[src/rtl/latch_bank_pkg.sv]
// Shared mode encoding and write-strobe decode for the latch_bank channels.
package latch_bank_pkg;

  typedef enum logic [1:0] {
    MODE_TRANSP     = 2'b00,
    MODE_EDGE       = 2'b01,
    MODE_FREEZE     = 2'b10,
    MODE_FREEZE_ALT = 2'b11
  } mode_e;

  // Write strobe for one channel given the global mode and its gate history.
  function automatic logic wr_strobe(input logic [1:0] mode,
                                     input logic       gate,
                                     input logic       gate_q);
    logic wr;
    wr = 1'b0;
    case (mode_e'(mode))
      MODE_TRANSP: wr = gate;
      MODE_EDGE:   wr = gate & ~gate_q;
      default:     wr = 1'b0;
    endcase
    return wr;
  endfunction

endpackage

[src/rtl/latch_bank_if.sv]
// Control/data bus of the latch bank; clk and clr_n stay outside as plain ports.
interface latch_bank_if #(
  parameter int unsigned WIDTH = 8,
  parameter int unsigned CH    = 4,
  parameter int unsigned CNT_W = 4
);
  logic [1:0]           mode;
  logic [CH-1:0]        gate;
  logic [CH*WIDTH-1:0]  d;
  logic [CH-1:0]        clr_ch;
  logic [CH-1:0]        ack;
  logic [CH*WIDTH-1:0]  q;
  logic [CH-1:0]        changed;
  logic [CH*CNT_W-1:0]  upd_cnt;

  modport master (
    output mode, gate, d, clr_ch, ack,
    input  q, changed, upd_cnt
  );

  modport slave (
    input  mode, gate, d, clr_ch, ack,
    output q, changed, upd_cnt
  );
endinterface

[src/rtl/latch_bank_ch.sv]
// One storage channel: gate history, stored value, sticky changed flag and
// saturating update counter, with priority clr_n > clr_ch > write.
module latch_bank_ch
  import latch_bank_pkg::*;
#(
  parameter int unsigned WIDTH = 8,
  parameter int unsigned CNT_W = 4
) (
  input  logic             clk,
  input  logic             clr_n,
  input  logic [1:0]       mode,
  input  logic             gate,
  input  logic [WIDTH-1:0] d,
  input  logic             clr_ch,
  input  logic             ack,
  output logic [WIDTH-1:0] q,
  output logic             changed,
  output logic [CNT_W-1:0] upd_cnt
);

  logic gate_q;
  logic wr;
  logic wr_diff;

  always_comb begin
    wr      = wr_strobe(mode, gate, gate_q);
    wr_diff = wr && (d != q);
  end

  always_ff @(posedge clk) begin
    if (!clr_n) begin
      gate_q  <= 1'b0;
      q       <= '0;
      changed <= 1'b0;
      upd_cnt <= '0;
    end else begin
      // gate history runs regardless of mode or soft clear
      gate_q <= gate;
      if (clr_ch) begin
        q       <= '0;
        changed <= 1'b0;
        upd_cnt <= '0;
      end else begin
        if (wr)
          q <= d;
        if (wr_diff) begin
          changed <= 1'b1;
          if (upd_cnt != '1)
            upd_cnt <= upd_cnt + 1'b1;
        end else if (ack) begin
          changed <= 1'b0;
        end
      end
    end
  end

endmodule

[src/rtl/latch_bank.sv]
// Bank of CH independent latch channels; slices the bus and shares mode/clk/clr_n.
module latch_bank
  import latch_bank_pkg::*;
#(
  parameter int unsigned WIDTH = 8,
  parameter int unsigned CH    = 4,
  parameter int unsigned CNT_W = 4
) (
  input  logic         clk,
  input  logic         clr_n,
  latch_bank_if.slave  bus
);

  for (genvar i = 0; i < CH; i++) begin : g_ch
    latch_bank_ch #(
      .WIDTH (WIDTH),
      .CNT_W (CNT_W)
    ) u_ch (
      .clk     (clk),
      .clr_n   (clr_n),
      .mode    (bus.mode),
      .gate    (bus.gate[i]),
      .d       (bus.d[i*WIDTH +: WIDTH]),
      .clr_ch  (bus.clr_ch[i]),
      .ack     (bus.ack[i]),
      .q       (bus.q[i*WIDTH +: WIDTH]),
      .changed (bus.changed[i]),
      .upd_cnt (bus.upd_cnt[i*CNT_W +: CNT_W])
    );
  end

endmodule

[src/flat_wrapper.sv]
// flat-port wrapper written by rule: the top's interface ports become plain ports
module latch_bank_flat import latch_bank_pkg::*;
#(
  parameter int unsigned WIDTH = 8,
  parameter int unsigned CH    = 4,
  parameter int unsigned CNT_W = 4
)
  (clk, clr_n, bus_mode, bus_gate, bus_d, bus_clr_ch, bus_ack, bus_q, bus_changed, bus_upd_cnt);
  latch_bank_if #(.WIDTH(WIDTH), .CH(CH), .CNT_W(CNT_W)) bus_i ();
  input  logic clk;
  input  logic clr_n;
  input wire logic [$bits(bus_i.mode)-1:0] bus_mode;
  input wire logic [$bits(bus_i.gate)-1:0] bus_gate;
  input wire logic [$bits(bus_i.d)-1:0] bus_d;
  input wire logic [$bits(bus_i.clr_ch)-1:0] bus_clr_ch;
  input wire logic [$bits(bus_i.ack)-1:0] bus_ack;
  output wire logic [$bits(bus_i.q)-1:0] bus_q;
  output wire logic [$bits(bus_i.changed)-1:0] bus_changed;
  output wire logic [$bits(bus_i.upd_cnt)-1:0] bus_upd_cnt;
  assign bus_i.mode = bus_mode;
  assign bus_i.gate = bus_gate;
  assign bus_i.d = bus_d;
  assign bus_i.clr_ch = bus_clr_ch;
  assign bus_i.ack = bus_ack;
  assign bus_q = bus_i.q;
  assign bus_changed = bus_i.changed;
  assign bus_upd_cnt = bus_i.upd_cnt;
  latch_bank #(.WIDTH(WIDTH), .CH(CH), .CNT_W(CNT_W)) u_core (.clk(clk), .clr_n(clr_n), .bus(bus_i));
endmodule
[config.mk]
export PLATFORM = sky130hd
export DESIGN_NAME = latch_bank_flat
export DESIGN_NICKNAME = d
export VERILOG_FILES = /design/src/rtl/latch_bank_pkg.sv /design/src/rtl/latch_bank_if.sv /design/src/rtl/latch_bank_ch.sv /design/src/rtl/latch_bank.sv /design/src/flat_wrapper.sv
export SDC_FILE = /design/constraint.sdc
export NUM_CORES = 1
export LEC_CHECK = 0
export BUFFER_PORTS_ARGS = -buffer_cell sky130_fd_sc_hd__clkbuf_2
export CAP_MARGIN = 20
export CORE_UTILIZATION = 50
export CTS_BUF_LIST = sky130_fd_sc_hd__clkbuf_8
export CTS_CLUSTER_SIZE = 16
export DETAILED_ROUTE_END_ITERATION = 7
export PLACE_DENSITY_LB_ADDON = 0.25
export SYNTH_ARGS = -nofsm -noshare
export SYNTH_HDL_FRONTEND = slang
export SYNTH_SLANG_ARGS = --single-unit
[constraint.sdc]
create_clock -name clk -period 2.6 [get_ports clk]
set_clock_uncertainty 0.2 [all_clocks]
set_input_delay 0.13 -clock clk [delete_from_list [all_inputs] [get_ports clk]]
set_output_delay 0.13 -clock clk [all_outputs]
set_load 0.03 [all_outputs]
==> reports/metrics.csv, run 1 <==
stage;metric;value;unit
finish;fin_cells;476;
logic_synthesis;yosysTopAreaCellShare;42.6;%
finish;multi_input_area;1420;um2
cts;clockBufferDepth;2;
critical_path;crit_arrival;2000;ps
timing;fin_crit;1980;ps
outcome;violations;hold timing;
critical_path;cp-end-kind;register;
logic_synthesis;synth_top_area_cell;dfxtp_1;
logic_synthesis;seq_area_frac_synth;42.6;%
logic_synthesis;yosys-top-cells-area;dfxtp_1, mux2i_1, xor2_1;
drt;postRouteAntennaNets;0;
timing;timing.slew.headroom;60.9;%
cts;cts_setup_buffers;0;
logic_synthesis;syn_inst;269;
logic_synthesis;yosysUniqueCellTypes;35;
floorplanning;die_y;74.6;um
timing;period_share;76.3;%
cts;cts_tree;built;
critical_path;worstSetupStartpoint;bus_d[14];
timing;hold_viol;2;
critical_path;reg2regPathDepth;5;
cts;htreeDepth;2;
power_and_ir_drop;p_leak;1.71;nW
timing;slew_viol_final;0;
placed_design;gp_congestion;0.713;
logic_synthesis;syn_avg_cell_area;9.79;um2
timing;rsz0062_at_grt;no;
timing;max_slew.worst_pin.slew;586;ps
critical_path;crit_chain;dlygate4sd3_1, clkbuf_2, xor2_1, nor4_1, nand2_1, and4_1, a211oi_1;
logic_synthesis;ys_warn_count;0;
drt;vias_per_cell;5.01;
placed_design;numPortBuffers;99;
outcome;status;complete, but fails checks;
floorplanning;die_area;5560;um2
placed_design;place_hpwl;3820;um
logic_synthesis;synthesis.nets;321;
timing;fmax;504;MHz
cts;ctsResizeCount;0;
critical_path;critPathLaunchType;primary input;
timing;timing.hold.ws;-7.20;ps
grt;antenna_found_initial;0;
grt;grt_start_max_net_pins;18;
logic_synthesis;synth_edf_count;0;
floorplanning;die_width;74.6;um
finish;num-nets-final;457;
logic_synthesis;syn_area;2630;um2
cts;hold_buffers;40;
power_and_ir_drop;ir_worst_vdd;0.000348;V
timing;fin_ws;617;ps
critical_path;worstSetupPathType;primary input to register;
drt;drc;0;
critical_path;crit_buf_inv;2;
finish;seq_area;1120;um2
critical_path;worstPathRequired;2620;ps
timing;setup_viol;0;
drt;drt_wl_total;5840;um
drt;wire_per_inst;12.3;um
timing;tns;0;ps
logic_synthesis;synth_flop_cell;dfxtp_1;
critical_path;worstSetupPathDepth;7;
worst_hold_path;min_delay_path_depth;2;
finish;diodes;0;
worst_hold_path;hp-start;clr_n;
critical_path;path_max_fanout;3;
critical_path;crit_family;simple AND/OR/NAND/NOR gates;
placed_design;dp_cells;428;
drt;drt_iter0_drc;90;
critical_path;slowest_delay;530;ps
grt;grtUsageTotal;20.7;%
placed_design;preCtsSetupSlack;739;ps
logic_synthesis;ys_seq_elements;56;
placed_design;place_area;3160;um2
finish;final_area;3650;um2
finish;fillCellCount;398;
cts;cts_buffers;5;
logic_synthesis;async_flop_share;0;%
cts;cts.sink_count;56;
finish;post_route_cells_drive_above_1_share;28.6;%
finish;area_growth_syn_to_layout;38.8;%
grt;grt_pass1_wl;9020;um
cts;clock_latency;300;ps
power_and_ir_drop;power_density;454;nW/um2
cts;clk_pin_slew;100;ps
floorplanning;num_io_pins;100;
floorplanning;start_util;51.9;%
grt;first_global_vias;2118;
drt;drt_pass1_iterations;4;
job;cap_viol_max_count;0;
worst_hold_path;hold_class;primary input to register;
cts;cts-root-buf;clkbuf_8;
floorplanning;rows;26;
drt;vias;2386;
critical_path;timing.rr.start;u_core.g_ch[1].u_ch.q[6];
floorplanning;coreArea;5070;um2
grt;grt_overflow;0;
critical_path;crit_slowest_cell;dlygate4sd3_1;
[cell usage in the layout (no fill, tap or decap), drive strengths merged, types with 3 or more instances in the layout]
cell         netlist  final
a211oi             5      5
a21oi             14     14
and2               4      4
and4b              3      3
clkbuf             4    105
dfxtp             56     56
dlygate4sd3        0     40
ha                 4      4
inv                6      7
mux2i             34     34
nand2              8      8
nand2b             4      4
nand3              7      7
nor2              42     42
nor2b              4      4
nor4               8      8
xor2              32     32
[worst register-to-register path: stages, from the launching register on]
cell and delay, ps:
dfxtp_1 350, xor2_1 160, nor4_1 480, nand2_1 180, and4_1 230, a211oi_1 200
[routing by layer]
metal | track usage (%) | vias to the layer above | routed length, um
met5 | 0 | - | 0
met4 | 5.03 | 0 | 34
met3 | 3.93 | 4 | 279
met2 | 38.4 | 69 | 2990
met1 | 24.2 | 1104 | 2540
li1 | - | 1209 | -
[sequential cells by signal, summed over array words and instances, names as in the netlist]
signal	flops
u_core.g_ch.u_ch.changed	4
u_core.g_ch.u_ch.gate_q	4
u_core.g_ch.u_ch.q	32
u_core.g_ch.u_ch.upd_cnt	16
[layout make-up]
cell class | count | area share [%]
Multi-Input combinational cell | 195 | 38.7
Sequential cell | 56 | 30.7
Timing Repair Buffer | 141 | 24.9
Tap cell | 70 | 2.40
Clock buffer | 6 | 2.26
Inverter | 6 | 0.616
Clock inverter | 2 | 0.377
[synth_stat cells (5+ instances only)]
cell type / count
buf_4: 5
nor2_1: 42
dfxtp_1: 56
xor2_1: 32
inv_1: 6
nand2_1: 8
nand3_1: 7
a21oi_1: 14
mux2i_1: 34
[logic make-up (layout without fill, tap and decap cells)]
family	after synthesis	count (layout)	synth area share [%]
AND/OR/NAND/NOR	91	91	18.4
XOR/XNOR	34	34	11.3
multiplexers	34	34	12.9
AO/OA/AOI/OAI	32	32	9.17
flip-flops	56	56	42.6
adder cells (fa/ha/maj)	4	4	1.90
buffers and inverters	18	155	3.66
[metrics by stage]
step	total power, mW	util (%)
floorplan	1.05	-
global placement	1.13	62.2
detailed placement	1.13	62.2
CTS	1.67	72.0
global route	1.74	72.0
finish	1.66	72.0
[where the power goes]
part | switching, mW | internal [mW]
Combinational | 0.138 | 0.132
Clock | 0.278 | 0.219
Sequential | 0.0149 | 0.876
Total | 0.431 | 1.23
[final timing paths]
kind	end	slack (ps)
worst max-delay path	u_core.g_ch[1].u_ch.upd_cnt[2]	620
worst min-delay path	u_core.g_ch[1].u_ch.gate_q	-7
worst max register to register	u_core.g_ch[1].u_ch.upd_cnt[2]	710
worst min register to register	u_core.g_ch[2].u_ch.changed	300
No activity file was read; power rests on OpenSTA's default activity.
==> run 2: changes to the inputs <==
--- a/config.mk
+++ b/config.mk
@@ -7,7 +7,7 @@
 export LEC_CHECK = 0
 export BUFFER_PORTS_ARGS = -buffer_cell sky130_fd_sc_hd__clkbuf_2
 export CAP_MARGIN = 20
-export CORE_UTILIZATION = 50
+export CORE_UTILIZATION = 46
 export CTS_BUF_LIST = sky130_fd_sc_hd__clkbuf_8
 export CTS_CLUSTER_SIZE = 16
 export DETAILED_ROUTE_END_ITERATION = 7
==> constraint.sdc (replaced) <==
create_clock -name clk -period 1.7 [get_ports clk]
set_clock_uncertainty 0.2 [all_clocks]
set_input_delay 0.085 -clock clk [delete_from_list [all_inputs] [get_ports clk]]
set_output_delay 0.085 -clock clk [all_outputs]
set_load 0.03 [all_outputs]
==> run 2 against run 1 <==
Against the previous run:
- the flow finishes with violations (setup timing)
- largest cell class unchanged
- sequential power up 53%
- worst setup slack worse by 680 ps
- core utilization rose by 3.8 points
- critical path depth down 1
- first-iteration DRC count shrank 22%
- via count grew 4.6%
- design area rose by 14%
- cell count up 5.5%
- critical endpoint is now u_core.g_ch[1].u_ch.upd_cnt[0]
- sequential share of layout area fell by 2.9 points
==> reports/metrics.csv, run 2 (synthesis gave the netlist of run 1 again) <==
stage;metric;value;unit
outcome;status;complete, but fails checks;
outcome;violations;setup timing;
drt;postRouteAntennaNets;0;
cts;cts.sink_count;56;
drt;drt_iter0_drc;70;
floorplanning;coreArea;5510;um2
drt;wire_per_inst;13.7;um
finish;largest_register;u_core.g_ch.u_ch.q;
timing;fmax;568;MHz
finish;post_route_cells_drive_above_1_share;44.0;%
job;cap_viol_max_count;0;
drt;vias_per_cell;4.97;
floorplanning;rows;27;
critical_path;crit_chain;xor2_1, nor4_2, buf_4, a21oi_2, xnor2_1, nor2_1;
finish;layout_commonest_cell;clkbuf_2;
finish;most-common-layout-cells;clkbuf_2, dlygate4sd3_1, nor2_1;
power_and_ir_drop;p_leak;1.89;nW
cts;htreeDepth;2;
floorplanning;die_width;77.7;um
finish;area_growth_syn_to_layout;58.5;%
finish;num-nets-final;481;
drt;drc;0;
floorplanning;die_y;77.7;um
timing;setup_viol;6;
finish;largest_register_ffs;32;
drt;vias;2496;
grt;grt_start_max_net_pins;17;
floorplanning;die_area;6030;um2
cts;cts_buffers;5;
critical_path;crit_family;simple AND/OR/NAND/NOR gates;
timing;max_slew.worst_pin.slew;541;ps
timing;slew_viol_final;0;
critical_path;critPathLaunchType;register;
timing;period_share;104;%
critical_path;slowest_delay;370;ps
timing;fin_ws;-60.2;ps
placed_design;place_hpwl;4190;um
floorplanning;num_io_pins;100;
cts;clk_pin_slew;100;ps
critical_path;cp-end-kind;register;
power_and_ir_drop;ir_worst_vdd;0.000522;V
placed_design;dp_cells;444;
timing;tns;-165;ps
drt;drt_wl_total;6890;um
timing;timing.slew.headroom;64.0;%
finish;fin_cells;502;
cts;cts_tree;built;
grt;antenna_found_initial;0;
power_and_ir_drop;power_density;654;nW/um2
worst_hold_path;hold_class;primary input to register;
timing;hold_viol;0;
timing;fin_crit;1760;ps
grt;first_global_vias;2469;
cts;cts-root-buf;clkbuf_8;
critical_path;crit_arrival;1740;ps
finish;largestRegisters;u_core.g_ch.u_ch.q x32, u_core.g_ch.u_ch.upd_cnt x16;
critical_path;worstSetupPathType;register to register;
critical_path;path_max_fanout;4;
placed_design;gp_congestion;0.806;
critical_path;crit_slowest_cell;nor4_2;
placed_design;numPortBuffers;99;
finish;diodes;0;
grt;grtUsageTotal;22.8;%
cts;clockBufferDepth;2;
grt;grt_overflow;0;
cts;clock_latency;310;ps
grt;grt_pass1_wl;11100;um
drt;drt_pass1_iterations;4;
critical_path;crit_buf_inv;1;
timing;rsz0062_at_grt;yes;
floorplanning;start_util;47.8;%
critical_path;worstPathRequired;1680;ps
## run 2: where the power goes
| part | total, mW | switching [mW] | internal (mW) |
|---|---|---|---|
| combinational | 0.496 | 0.254 | 0.242 |
| sequential | 1.36 | 0.0242 | 1.34 |
| clock | 0.868 | 0.436 | 0.432 |
## run 2: layout make-up
class | count | area [um2]
well taps | 72 | 90.1
clock inverters | 3 | 38.8
inverters | 6 | 22.5
clock buffers | 5 | 68.8
fillers | 410 | 1340
multi-input cells | 196 | 1660
flip-flops and latches | 56 | 1160
repair buffers | 164 | 1130
## run 2: what timing repair did
| item | 4_1_cts | 5_1_grt |
|---|---|---|
| gates cloned | 0 | 1 |
| setup buffers | 5 | 5 |
| endpoints found under the setup margin | 10 | 17 |
| endpoints found under the hold margin | 44 | 0 |
| resized for setup | 8 | 38 |
| hold buffers | 46 | 0 |
| pin swaps | 5 | 28 |
## run 2: stage by stage
step / setup WS [ps] / utilization (%) / hold WS, ps / power [mW] / area [um2]
6_report: -60.2 / 75.8 / 48.9 / 2.73 / 4170
5_1_grt: -93.0 / 75.8 / 97.9 / 2.83 / 4170
4_1_cts: -13.3 / 71.6 / 51.2 / 2.71 / 3950
3_5_place_dp: -74.0 / 59.8 / 108 / 1.75 / 3290
3_3_place_gp: 2.46 / 59.8 / 105 / 1.74 / 3290
2_1_floorplan: -10.2 / - / 6.71 / 1.61 / 2660
## run 2: final timing paths
kind	cells after the start	from	slack [ps]	end
max	6	u_core.g_ch[1].u_ch.q[6]	-60	u_core.g_ch[1].u_ch.upd_cnt[0]
min	3	clr_n	50	u_core.g_ch[2].u_ch.upd_cnt[3]
max reg2reg	6	u_core.g_ch[1].u_ch.q[6]	-60	u_core.g_ch[1].u_ch.upd_cnt[0]
min reg2reg	2	u_core.g_ch[2].u_ch.changed	300	u_core.g_ch[2].u_ch.changed
## run 2: metal layers
| metal | vias up | track usage (%) | part of all wire, % |
|---|---|---|---|
| met5 | - | 0 | 0 |
| met3 | 13 | 4.47 | 4.6 |
| met2 | 77 | 41.6 | 51 |
| li1 | 1241 | - | - |
| met1 | 1165 | 26.3 | 43 |
| met4 | 0 | 7.55 | 1.8 |
## run 2: worst register-to-register path: stages, from the launching register on
cell     delay [ps]
dfxtp_2         350
xor2_1          170
nor4_2          370
buf_4           180
a21oi_2          90
xnor2_1         230
nor2_1           50
